==> config.mk <==
export PLATFORM = sky130hd
export DESIGN_NAME = cfg_capture_sync
export DESIGN_NICKNAME = d
export VERILOG_FILES = /design/src/rtl/cfg_capture_pkg.sv /design/src/rtl/rst_sync_chain.sv /design/src/rtl/cfg_capture_sync.sv
export SDC_FILE = /design/constraint.sdc
export NUM_CORES = 1
export LEC_CHECK = 0
export CELL_PAD_IN_SITES_DETAIL_PLACEMENT = 0
export CELL_PAD_IN_SITES_GLOBAL_PLACEMENT = 1
export CORE_UTILIZATION = 35
export CTS_CLUSTER_SIZE = 30
export DETAILED_ROUTE_END_ITERATION = 10
export GPL_TIMING_DRIVEN = 0
export PLACE_DENSITY_LB_ADDON = 0.1
export SLEW_MARGIN = 20
export SYNTH_ARGS = -nofsm -noshare
export SYNTH_HDL_FRONTEND = slang
export SYNTH_SLANG_ARGS = --single-unit
==> constraint.sdc <==
create_clock -name clk -period 3 [get_ports clk]
set_input_delay 0.75 -clock clk [delete_from_list [all_inputs] [get_ports clk]]
set_output_delay 0.75 -clock clk [all_outputs]
set_load 0.01 [all_outputs]
==> src/rtl/cfg_capture_pkg.sv <==
// rtl/cfg_capture_pkg.sv - shared state encoding and default constants for cfg_capture_sync
package cfg_capture_pkg;

  typedef enum logic [1:0] {
    CAPTURE = 2'd0,
    HOLD    = 2'd1,
    RUN     = 2'd2
  } cfg_state_e;

  localparam int SYNC_DEPTH_DEF = 2;
  localparam int STABLE_CYC_DEF = 4;

endpackage

==> src/rtl/rst_sync_chain.sv <==
// rtl/rst_sync_chain.sv - shift chain that releases rst_n_sync SYNC_DEPTH edges after rst_n goes high
module rst_sync_chain
  import cfg_capture_pkg::*;
#(
  parameter int SYNC_DEPTH = SYNC_DEPTH_DEF
) (
  input  logic clk,
  input  logic rst_n,
  output logic rst_n_sync
);

  logic [SYNC_DEPTH-1:0] chain_q;
  logic [SYNC_DEPTH-1:0] chain_d;

  // shift a one in per high edge; any low edge clears the whole chain
  always_comb begin
    chain_d = chain_q;
    if (!rst_n) begin
      chain_d = '0;
    end else begin
      chain_d = {chain_q[SYNC_DEPTH-2:0], 1'b1};
    end
  end

  // chain register
  always_ff @(posedge clk) begin
    chain_q <= chain_d;
  end

  assign rst_n_sync = chain_q[SYNC_DEPTH-1];

endmodule

==> src/rtl/cfg_capture_sync.sv <==
// rtl/cfg_capture_sync.sv - captures stable configuration during reset and releases it synchronised; optional readback under CFG_CAPTURE_READBACK_EN
module cfg_capture_sync
  import cfg_capture_pkg::*;
#(
  parameter int               NCH         = 4,
  parameter int               W           = 8,
  parameter int               SYNC_DEPTH  = SYNC_DEPTH_DEF,
  parameter int               STABLE_CYC  = STABLE_CYC_DEF,
  parameter logic [NCH*W-1:0] CFG_DEFAULT = '0
) (
  input  logic               clk,
  input  logic               rst_n,
  input  logic               ena,
  input  logic [NCH*W-1:0]   ch_in,
  output logic               rst_n_sync,
  output logic [NCH*W-1:0]   cfg_out,
  output logic               cfg_valid,
  output logic               cfg_err
`ifdef CFG_CAPTURE_READBACK_EN
  ,
  input  logic [$clog2(NCH)-1:0] rd_sel,
  output logic [W-1:0]           rd_data
`endif
);

  localparam int CW = $clog2(STABLE_CYC + 1);
  localparam int HW = $clog2(SYNC_DEPTH);

  cfg_state_e         state_q, state_d;
  logic [HW-1:0]      hold_cnt_q, hold_cnt_d;
  logic [CW-1:0]      cnt_q, cnt_d;
  logic [NCH*W-1:0]   sample_q, sample_d;
  logic [NCH*W-1:0]   cfg_out_q, cfg_out_d;
  logic               cfg_err_q, cfg_err_d;
  logic               cfg_valid_q, cfg_valid_d;
  logic               capture_edge;
  logic               release_edge;
  logic               stable_ok;

  // all flops; reset is folded into the next-value logic so sample_q can stay unreset
  always_ff @(posedge clk) begin
    state_q     <= state_d;
    hold_cnt_q  <= hold_cnt_d;
    cnt_q       <= cnt_d;
    sample_q    <= sample_d;
    cfg_out_q   <= cfg_out_d;
    cfg_err_q   <= cfg_err_d;
    cfg_valid_q <= cfg_valid_d;
  end

  // next state: capture while reset is low, then hold for the synchroniser latency, then run
  always_comb begin
    state_d    = state_q;
    hold_cnt_d = hold_cnt_q;
    if (!rst_n) begin
      state_d    = CAPTURE;
      hold_cnt_d = '0;
    end else begin
      case (state_q)
        CAPTURE: begin
          state_d    = HOLD;
          hold_cnt_d = '0;
        end
        HOLD: begin
          if (hold_cnt_q == HW'(SYNC_DEPTH - 2)) begin
            state_d = RUN;
          end else begin
            hold_cnt_d = hold_cnt_q + 1'b1;
          end
        end
        RUN: begin
          state_d = RUN;
        end
        default: begin
          state_d = CAPTURE;
        end
      endcase
    end
  end

  assign capture_edge = rst_n && (state_q == CAPTURE);
  assign release_edge = (state_q == HOLD) && (state_d == RUN);
  assign stable_ok    = (cnt_q >= CW'(STABLE_CYC - 1));

  // stability tracker: counts consecutive equal samples, saturating at STABLE_CYC
  always_comb begin
    sample_d = sample_q;
    cnt_d    = cnt_q;
    if (state_q == CAPTURE) begin
      if (!ena) begin
        cnt_d = '0;
      end else if (ch_in == sample_q) begin
        if (cnt_q != CW'(STABLE_CYC)) begin
          cnt_d = cnt_q + 1'b1;
        end
      end else begin
        sample_d = ch_in;
        cnt_d    = '0;
      end
    end else if (!rst_n) begin
      cnt_d = '0;
    end
  end

  // outputs: freeze the configuration on leaving CAPTURE, raise valid together with the released reset
  always_comb begin
    cfg_out_d   = cfg_out_q;
    cfg_err_d   = cfg_err_q;
    cfg_valid_d = cfg_valid_q;
    if (!rst_n) begin
      cfg_out_d   = CFG_DEFAULT;
      cfg_err_d   = 1'b0;
      cfg_valid_d = 1'b0;
    end else if (capture_edge) begin
      if (stable_ok) begin
        cfg_out_d = sample_q;
        cfg_err_d = 1'b0;
      end else begin
        cfg_out_d = CFG_DEFAULT;
        cfg_err_d = 1'b1;
      end
    end else if (release_edge) begin
      cfg_valid_d = !cfg_err_q;
    end
  end

  rst_sync_chain #(
    .SYNC_DEPTH (SYNC_DEPTH)
  ) u_rst_sync_chain (
    .clk        (clk),
    .rst_n      (rst_n),
    .rst_n_sync (rst_n_sync)
  );

  assign cfg_out   = cfg_out_q;
  assign cfg_err   = cfg_err_q;
  assign cfg_valid = cfg_valid_q;

`ifdef CFG_CAPTURE_READBACK_EN
  localparam int SW = $clog2(NCH);

  logic [W-1:0] ch_tab [2**SW];
  logic [W-1:0] rd_data_q, rd_data_d;

  // select table padded with zeros so unused select codes read back 0
  for (genvar k = 0; k < 2**SW; k++) begin : g_tab
    if (k < NCH) begin : g_ch
      assign ch_tab[k] = cfg_out_q[k*W +: W];
    end else begin : g_pad
      assign ch_tab[k] = '0;
    end
  end

  // readback mux, held at zero while reset is low
  always_comb begin
    rd_data_d = '0;
    if (rst_n) begin
      rd_data_d = ch_tab[rd_sel];
    end
  end

  // readback register
  always_ff @(posedge clk) begin
    rd_data_q <= rd_data_d;
  end

  assign rd_data = rd_data_q;
`endif

endmodule

==> impl_metrics.csv, run 1 <==
group,metric,value,unit
run_status,status,"complete, no violations",
pwr,power.leakage,1.40,nW
cells_and_area,drive_gt1_share,8.13,%
timing,min_period,2.54,ns
drt,avgViaCountPerCell,4.65,
logic_synthesis,synth_edf_count,35,
global_routing,grt.total_usage,15.0,%
floorplanning,core-area,7410,um2
global_routing,grt_pass1_vias,1849,
logic_synthesis,synth-adder-area-share,2.28,%
cells_and_area,syn_to_final_growth,38.1,%
timing,tightestPinTransition,0.582,ns
placed_design,dp.cells,366,
clocking,htreeDepth,3,
drt,initialDrtViolationCount,71,
drt,ant_nets,0,
timing,fin_crit_sh,84.7,%
clocking,post_cts_buffers,0,
clocking,clock_latency,0.34,ns
pwr,powerDensity,624,nW/um2
run,drv_cap,0,
worst_setup_path,startpoint,"ch_in[4]",
timing,clock.fmax,0.394,GHz
logic_synthesis,netlist_instances,197,
logic_synthesis,syn_area,2740,um2
floorplanning,ios,70,
clocking,cts_root_buf,"clkbuf_8",
worst_setup_path,crit_fanout,20,
worst_setup_path,cp-end-kind,"flop",
global_routing,grt_pass1_wl,9390,um
cells_and_area,post-route-util,51.0,%
timing,hold_viol_final,0,
timing,slew_violations,0,
clocking,cts-hold-fix-buffers,0,
worst_setup_path,worst-setup-path-type,"in -> reg",
clocking,numClockSinks,73,
clocking,numCtsBuffers,9,
logic_synthesis,syn_nets,237,
worst_setup_path,r2r_start,"state_q[1]",
placed_design,numPortBuffers,69,
logic_synthesis,synth_compound_area_share,11.2,%
clocking,cts_buffer_depth,2,
floorplanning,rows,31,
floorplanning,start_util,37.0,%
worst_setup_path,cp-endpoint,"sample_q[8]",
placed_design,place_ws,0.0948,ns
floorplanning,die_w,90.5,um
worst_setup_path,r2r_slack,0.78,ns
drt,wl_per_cell,15.0,um
floorplanning,dieHeight,90.5,um
timing,setup_viol,0,
cells_and_area,nets,318,
logic_synthesis,ys_types,25,
placed_design,dpl_cell_area,3590,um2
timing,setup_ws,0.460,ns
timing,fin_skew,0.00851,ns
cells_and_area,fin_cells,382,
placed_design,dp_hpwl,4080,um
worst_hold_path,worstHoldPathType,"reg -> reg",
logic_synthesis,yosys_warnings,0,
placed_design,finalWeightedCongestion,0.665,
global_routing,grt_start_max_net_pins,21,
logic_synthesis,ys_seq_area_share,66.1,%
pwr,irDropWorstVdd,370,uV
worst_setup_path,regToRegEndpoint,"sample_q[8]",
global_routing,antenna_found_initial,0,
logic_synthesis,synth_top_family_by_area,"compound AO/OA/AOI/OAI gates",
drt,finalWirelength,5720,um
cells_and_area,insertedDiodeCount,0,
worst_setup_path,worst_ep_arrival_time,2.63,ns
clocking,cts_resized,0,
cells_and_area,design_area,3780,um2
clocking,cts_tree,"yes",
timing,rsz0062_at_grt,"false",
logic_synthesis,synth_xor_area_share,10.2,%
floorplanning,die_area,8180,um2
worst_setup_path,critPathRequiredTime,3.09,ns
worst_setup_path,reg2reg_depth,6,
timing,maxSlewHeadroom,60.8,%
global_routing,overflow,0,
worst_setup_path,startpoint_type,"input port",
logic_synthesis,async_flop_share,0,%
logic_synthesis,yosys.area_share.simple,7.63,%
logic_synthesis,synth_seq_cells,73,
clocking,path_clk_slew,0.07,ns
drt,drc,0,
pwr,finalPower,0.00236,W
drt,first_pass_iters,4,
drt,dr_total_vias,1777,
logic_synthesis,synth_mux_area_share,0.365,%
logic_synthesis,syn_area_per_cell,13.9,um2
logic_synthesis,ys.flop_type,"dfxtp_1",
==> layout make-up <==
type                            instances  area [um2]
Timing Repair Buffer                   70         718
Inverter                                7        26.3
Buffer                                  7        32.5
Clock inverter                          4        43.8
Tap cell                               99         124
Clock buffer                           12         145
Fill cell                             675        3630
Multi-Input combinational cell        110         880
Sequential cell                        73        1810
==> flip-flops by register name, indices dropped and copies added, names as in the netlist <==
name                      flops
cfg_err                       1
cfg_out                      32
cfg_valid                     1
cnt_q                         3
sample_q                     32
state_q                       2
u_rst_sync_chain.chain_q      2
==> worst min path at each step <==
| stage | start | end | cells past startpoint |
|---|---|---|---|
| after floorplan | u_rst_sync_chain.chain_q[0] | u_rst_sync_chain.chain_q[1] | 1 |
| after global placement | u_rst_sync_chain.chain_q[0] | u_rst_sync_chain.chain_q[1] | 1 |
| after global routing | u_rst_sync_chain.chain_q[0] | u_rst_sync_chain.chain_q[1] | 1 |
| after detailed placement | u_rst_sync_chain.chain_q[0] | u_rst_sync_chain.chain_q[1] | 1 |
| after CTS | u_rst_sync_chain.chain_q[0] | u_rst_sync_chain.chain_q[1] | 1 |
| final | u_rst_sync_chain.chain_q[0] | u_rst_sync_chain.chain_q[1] | 1 |
==> logic make-up (layout without fill, tap and decap cells) <==
family	count (synthesis)	after routing
flops	73	73
compound gates	36	36
simple gates	36	36
xor+xnor	32	32
buf+inv	14	100
fa+ha+maj	5	5
mux	1	1
==> critical path: stages <==
cell	delay [ns]
clkdlybuf4s50_1	0.43
xor2_1	0.17
nor4_1	0.55
and4_2	0.36
a21oi_4	0.16
buf_16	0.21
==> cell usage after synthesis, drive strengths merged (2+ instances only) <==
cell type | instances | share of area [%]
edfxtp | 35 | 38
buf | 5 | 0.91
nor2 | 3 | 0.41
ha | 5 | 2.3
nor4 | 11 | 2.5
and2 | 5 | 1.1
and4 | 2 | 0.69
nand2 | 4 | 0.55
inv | 7 | 0.96
clkbuf | 2 | 0.27
a22o | 28 | 9.0
nand3 | 4 | 0.73
nand4 | 2 | 0.46
dfxtp | 38 | 28
a21boi | 4 | 1.1
nand2b | 4 | 0.91
xor2 | 32 | 10
==> cell usage in the layout, fill, tap and decap left out, drive strengths merged <==
cell            n
nor2            3
mux2i           1
buf             6
and2            5
nand2b          4
nand2           4
nor4           11
a21oi           1
clkbuf         14
clkdlybuf4s50  69
a31oi           1
a21boi          4
ha              5
o21ai           1
dfxtp          38
nor2b           1
a22o           28
nand4           2
inv             7
edfxtp         35
xor2           32
nand3           4
o211a           1
bufinv          1
and4            2
clkinv          3
==> metal layers <==
| metal | up-vias | part of all wire (%) | track usage, % |
|---|---|---|---|
| met2 | 43 | 47 | 23.8 |
| met3 | 6 | 5.7 | 6.14 |
| li1 | 892 | - | - |
| met5 | - | 0 | 0 |
| met1 | 836 | 46 | 18.6 |
| met4 | 0 | 1.2 | 4.03 |
==> through the flow <==
step	setup TNS (ns)	hold WS, ns
5_1_grt	0	0.449
3_3_place_gp	-26.87	0.416
3_5_place_dp	0	0.428
2_1_floorplan	0	0.412
4_1_cts	0	0.445
6_report	0	0.437
==> power by group <==
group,internal [W],switching (W),total (W)
combinational,0.000201,0.000195,0.000396
clock,0.000402,0.000346,0.000748
sequential,0.00116,0.0000562,0.00121
(Power assumes the default switching activity.)
==> run 2: changes to the inputs <==
Clock period 3 ns to 2.4 ns, I/O delays scaled along.
==> impl_metrics.csv, run 2 (synthesis results as in run 1) <==
group,metric,value,unit
placed_design,numPortBuffers,69,
floorplanning,die_area,8180,um2
clocking,cts_root_buf,"clkbuf_8",
timing,clock.fmax,0.439,GHz
cells_and_area,final-seq-area,1810,um2
timing,setup_ws,0.120,ns
worst_setup_path,critPathRequiredTime,2.50,ns
cells_and_area,insertedDiodeCount,0,
timing,tightestPinTransition,0.595,ns
worst_setup_path,worst_ep_arrival_time,2.38,ns
worst_setup_path,crit_fanout,16,
global_routing,overflow,0,
cells_and_area,multiInputGateArea,902,um2
worst_hold_path,worstHoldPathType,"reg -> reg",
placed_design,dp_hpwl,4040,um
global_routing,grt_pass1_vias,1811,
timing,fin_skew,0.00891,ns
floorplanning,rows,31,
global_routing,grt.total_usage,15.7,%
cells_and_area,mostFrequentLayoutCells,"clkdlybuf4s50_1, dfxtp_1, edfxtp_1",
clocking,htreeDepth,3,
global_routing,grt_start_max_net_pins,17,
clocking,numCtsBuffers,9,
floorplanning,ios,70,
drt,initialDrtViolationCount,61,
timing,hold_ws,0.433,ns
cells_and_area,nets,320,
timing,fin_crit_sh,95.0,%
timing,min_period,2.28,ns
global_routing,grt_pass1_wl,9580,um
clocking,clock_latency,0.34,ns
drt,first_pass_iters,4,
drt,drc,0,
clocking,cts_tree,"yes",
cells_and_area,final_common_cell,"clkdlybuf4s50_1",
floorplanning,start_util,37.0,%
cells_and_area,n_fill_cell,657,
run_status,status,"complete, no violations",
drt,wl_per_cell,15.4,um
run,drv_cap,0,
clocking,numClockSinks,73,
drt,ant_nets,0,
timing,setup_viol,0,
timing,slew_violations,0,
drt,dr_total_vias,1837,
clocking,cts_buffer_depth,2,
pwr,power.leakage,1.41,nW
floorplanning,core-area,7410,um2
floorplanning,die_w,90.5,um
placed_design,finalWeightedCongestion,0.671,
clocking,cts-hold-fix-buffers,0,
drt,finalWirelength,5910,um
cells_and_area,drive_gt1_share,9.12,%
worst_setup_path,cp-end-kind,"flop",
pwr,irDropWorstVdd,453,uV
clocking,path_clk_slew,0.07,ns
worst_setup_path,worst-setup-path-type,"in -> reg",
timing,maxSlewHeadroom,60.3,%
pwr,finalPower,0.00294,W
pwr,powerDensity,772,nW/um2
drt,avgViaCountPerCell,4.78,
placed_design,place_ws,-0.620,ns
cells_and_area,syn_to_final_growth,39.0,%
global_routing,antenna_found_initial,0,
floorplanning,dieHeight,90.5,um
timing,hold_viol_final,0,
worst_setup_path,startpoint_type,"input port",
run 2: cell count changes in the layout (fill, tap and decap cells not counted), sizes merged:
cell   previous run  this run
a21oi             1         2
buf               6         7
run 2: path summary, 6_finish.rpt:
kind,cells past startpoint,start,slack [ns],end
setup / recovery,6,ch_in[5],0.12,sample_q[6]
hold / removal,1,u_rst_sync_chain.chain_q[0],0.43,u_rst_sync_chain.chain_q[1]
setup reg to reg,5,sample_q[5],0.34,sample_q[6]
hold reg to reg,1,u_rst_sync_chain.chain_q[0],0.43,u_rst_sync_chain.chain_q[1]
run 2: through the flow:
step	TNS (ns)	cells	util, %	area [um2]
6_report	0	384	51.4	3810
5_1_grt	-0.0117	384	51.4	3810
4_1_cts	0	382	50.8	3760
3_5_place_dp	-20.56	365	48.1	3560
3_3_place_gp	-22.48	365	48.1	3560
2_1_floorplan	0	197	-	2750
run 2: final cells by class:
cell class,instances,area share [%]
sequential,73,47.6
multi-input combinational,111,23.7
timing repair buffer,71,19.2
clock buffer,12,3.55
tap,99,3.25
clock inverter,4,1.18
buffer,7,0.854
inverter,7,0.690
run 2: power by group:
part | internal (W) | leakage, nW | switching [W] | total [W]
combinational | 0.000260 | 0.669 | 0.000254 | 0.000515
sequential | 0.00145 | 0.646 | 0.0000709 | 0.00152
clock | 0.000476 | 0.0941 | 0.000430 | 0.000906
run 2: metal layers:
metal | wire [um] | track usage, %
met5 | 0 | 0
met3 | 421 | 7.41
met4 | 95 | 4.84
met2 | 2740 | 23.9
met1 | 2660 | 19.6
run 2: critical path, stage by stage:
cell,delay [ns]
clkdlybuf4s50_1,0.43
xor2_1,0.15
nor4_1,0.49
and4_1,0.44
a21oi_4,0.10
buf_12,0.17
run 2: repair_timing:
item | CTS | global route
buffers inserted | 0 | 2
pin swaps | 1 | 0
cloned | 1 | 0
setup endpoints to repair | 32 | 32
gates resized for setup | 1 | 1
==> run 3: changes to the inputs <==
Settings changed: CELL_PAD_IN_SITES_DETAIL_PLACEMENT 0 to not set, CELL_PAD_IN_SITES_GLOBAL_PLACEMENT 1 to not set, MAX_ROUTING_LAYER set to met4, PLACE_DENSITY_LB_ADDON 0.1 to not set.
==> impl_metrics.csv, run 3 (synthesis results as in run 1) <==
group,metric,value,unit
timing,fin_skew,0.00829,ns
timing,slew_violations,0,
worst_setup_path,crit_fanout,13,
worst_setup_path,critPathRequiredTime,2.50,ns
clocking,htreeDepth,3,
floorplanning,start_util,37.0,%
worst_setup_path,cp.depth,6,
floorplanning,ios,70,
timing,setup_viol,0,
clocking,cts_root_buf,"clkbuf_8",
worst_setup_path,startpoint_type,"input port",
clocking,numCtsBuffers,9,
global_routing,grt.total_usage,15.2,%
worst_setup_path,cp-end-kind,"flop",
clocking,cts_buffer_depth,2,
clocking,cts_tree,"yes",
worst_setup_path,slowest_stage,"nor4_1",
global_routing,grt_pass1_wl,9070,um
clocking,numClockSinks,73,
pwr,seqPwrFrac,52.1,%
drt,initialDrtViolationCount,49,
placed_design,dp_hpwl,3930,um
cells_and_area,mostFrequentLayoutCells,"clkdlybuf4s50_1, dfxtp_1, edfxtp_1",
run,drv_cap,0,
pwr,p_comb_share,18.0,%
worst_hold_path,holdPathStages,1,
worst_setup_path,worst_path_dominant_cell_family,"simple AND/OR/NAND/NOR gates",
timing,tightestPinTransition,0.507,ns
cells_and_area,syn_to_final_growth,39.6,%
timing,fin_crit_sh,95.9,%
timing,clock.fmax,0.435,GHz
worst_setup_path,regToRegEndpoint,"sample_q[22]",
worst_hold_path,worstHoldPathType,"reg -> reg",
floorplanning,die_area,8180,um2
cells_and_area,final_common_cell,"clkdlybuf4s50_1",
placed_design,finalWeightedCongestion,0.740,
worst_setup_path,path_cells,"clkdlybuf4s50_1, xor2_1, nor4_1, and4_1, a21oi_4, buf_12",
global_routing,grt_start_max_net_pins,17,
global_routing,grt_pass1_vias,1776,
drt,ant_nets,0,
clocking,path_clk_slew,0.07,ns
timing,rsz0062_at_grt,"false",
pwr,swShare,25.3,%
floorplanning,dieHeight,90.5,um
pwr,power.leakage,1.42,nW
worst_setup_path,cp_slowest_stage_delay,0.49,ns
drt,wl_per_cell,14.9,um
global_routing,overflow,0,
worst_setup_path,startpoint,"ch_in[20]",
worst_setup_path,r2r_start,"sample_q[20]",
timing,min_period,2.30,ns
run_status,status,"complete, no violations",
cells_and_area,drive_gt1_share,9.41,%
placed_design,dpl_cell_area,3560,um2
floorplanning,die_w,90.5,um
cells_and_area,nets,322,
global_routing,antenna_found_initial,0,
drt,first_pass_iters,4,
worst_setup_path,r2r_slack,0.37,ns
placed_design,numPortBuffers,69,
floorplanning,core-area,7410,um2
worst_setup_path,critPathBufInv,2,
worst_setup_path,worst_ep_arrival_time,2.40,ns
worst_setup_path,reg2reg_depth,5,
pwr,powerDensity,763,nW/um2
drt,avgViaCountPerCell,4.73,
worst_setup_path,cp-endpoint,"sample_q[22]",
pwr,pwr-share-clk,30.0,%
cells_and_area,n_fill_cell,681,
pwr,finalPower,0.00292,W
cells_and_area,design_area,3820,um2
timing,hold_viol_final,0,
timing,maxSlewHeadroom,65.9,%
drt,drc,0,
pwr,intPower,0.00218,W
cells_and_area,insertedDiodeCount,0,
drt,dr_total_vias,1824,
floorplanning,rows,31,
pwr,p_sw,0.000737,W
pwr,irDropWorstVdd,343,uV
clocking,clock_latency,0.34,ns
worst_setup_path,worst-setup-path-type,"in -> reg",
drt,finalWirelength,5750,um
## run 3: metrics by stage
step / instances / hold slack [ns] / setup TNS, ns / worst slack (ns) / utilization (%)
floorplan: 197 / 0.412 / 0 / 0.363 / -
global placement: 365 / 0.415 / -19.95 / -0.615 / 48.1
detailed placement: 365 / 0.418 / -20.18 / -0.616 / 48.1
CTS: 382 / 0.435 / 0 / 0.0801 / 50.8
global route: 386 / 0.467 / 0 / 0.0396 / 51.6
finish: 386 / 0.433 / 0 / 0.0991 / 51.6
## run 3: layout make-up
type	count	area, um2	area share [%]
Inverter	7	26.3	0.687
Sequential cell	73	1810	47.4
Buffer	7	32.5	0.851
Tap cell	99	124	3.24
Multi-Input combinational cell	111	902	23.6
Timing Repair Buffer	73	746	19.5
Clock buffer	16	180	4.71
## run 3: repair_timing
| action | in CTS | in global routing |
|---|---|---|
| endpoints found under the setup margin | 32 | 32 |
| gates resized for setup | 1 | 1 |
| pin swaps | 1 | 2 |
| setup buffers | 0 | 4 |
| hold endpoints to repair | 0 | 0 |
| gates cloned | 1 | 0 |
| hold buffers | 0 | 0 |
## run 3: power groups by stage
stage	logic [W]	clock network, W	registers, W
2_1_floorplan	0.000226	0	0.00156
3_3_place_gp	0.000481	0	0.00155
3_5_place_dp	0.000488	0	0.00155
4_1_cts	0.000496	0.000903	0.00152
5_1_grt	0.000577	0.000959	0.00153
6_report	0.000524	0.000874	0.00152
## run 3: per-layer routing
layer / global-route usage [%] / share of wire [%] / up-vias
li1: - / - / 905
met3: 4.29 / 6.4 / 12
met2: 21.6 / 43 / 57
met5: - / 0 / -
met4: 7.66 / 2.2 / 0
met1: 19.8 / 48 / 850
## run 3: worst min path at each step
stage,from,endpoint,slack [ns]
floorplan,u_rst_sync_chain.chain_q[0],u_rst_sync_chain.chain_q[1],0.41
global placement,u_rst_sync_chain.chain_q[0],u_rst_sync_chain.chain_q[1],0.42
detailed placement,u_rst_sync_chain.chain_q[0],u_rst_sync_chain.chain_q[1],0.42
CTS,u_rst_sync_chain.chain_q[0],u_rst_sync_chain.chain_q[1],0.43
finish,u_rst_sync_chain.chain_q[0],u_rst_sync_chain.chain_q[1],0.43
global route,u_rst_sync_chain.chain_q[0],u_rst_sync_chain.chain_q[1],0.47
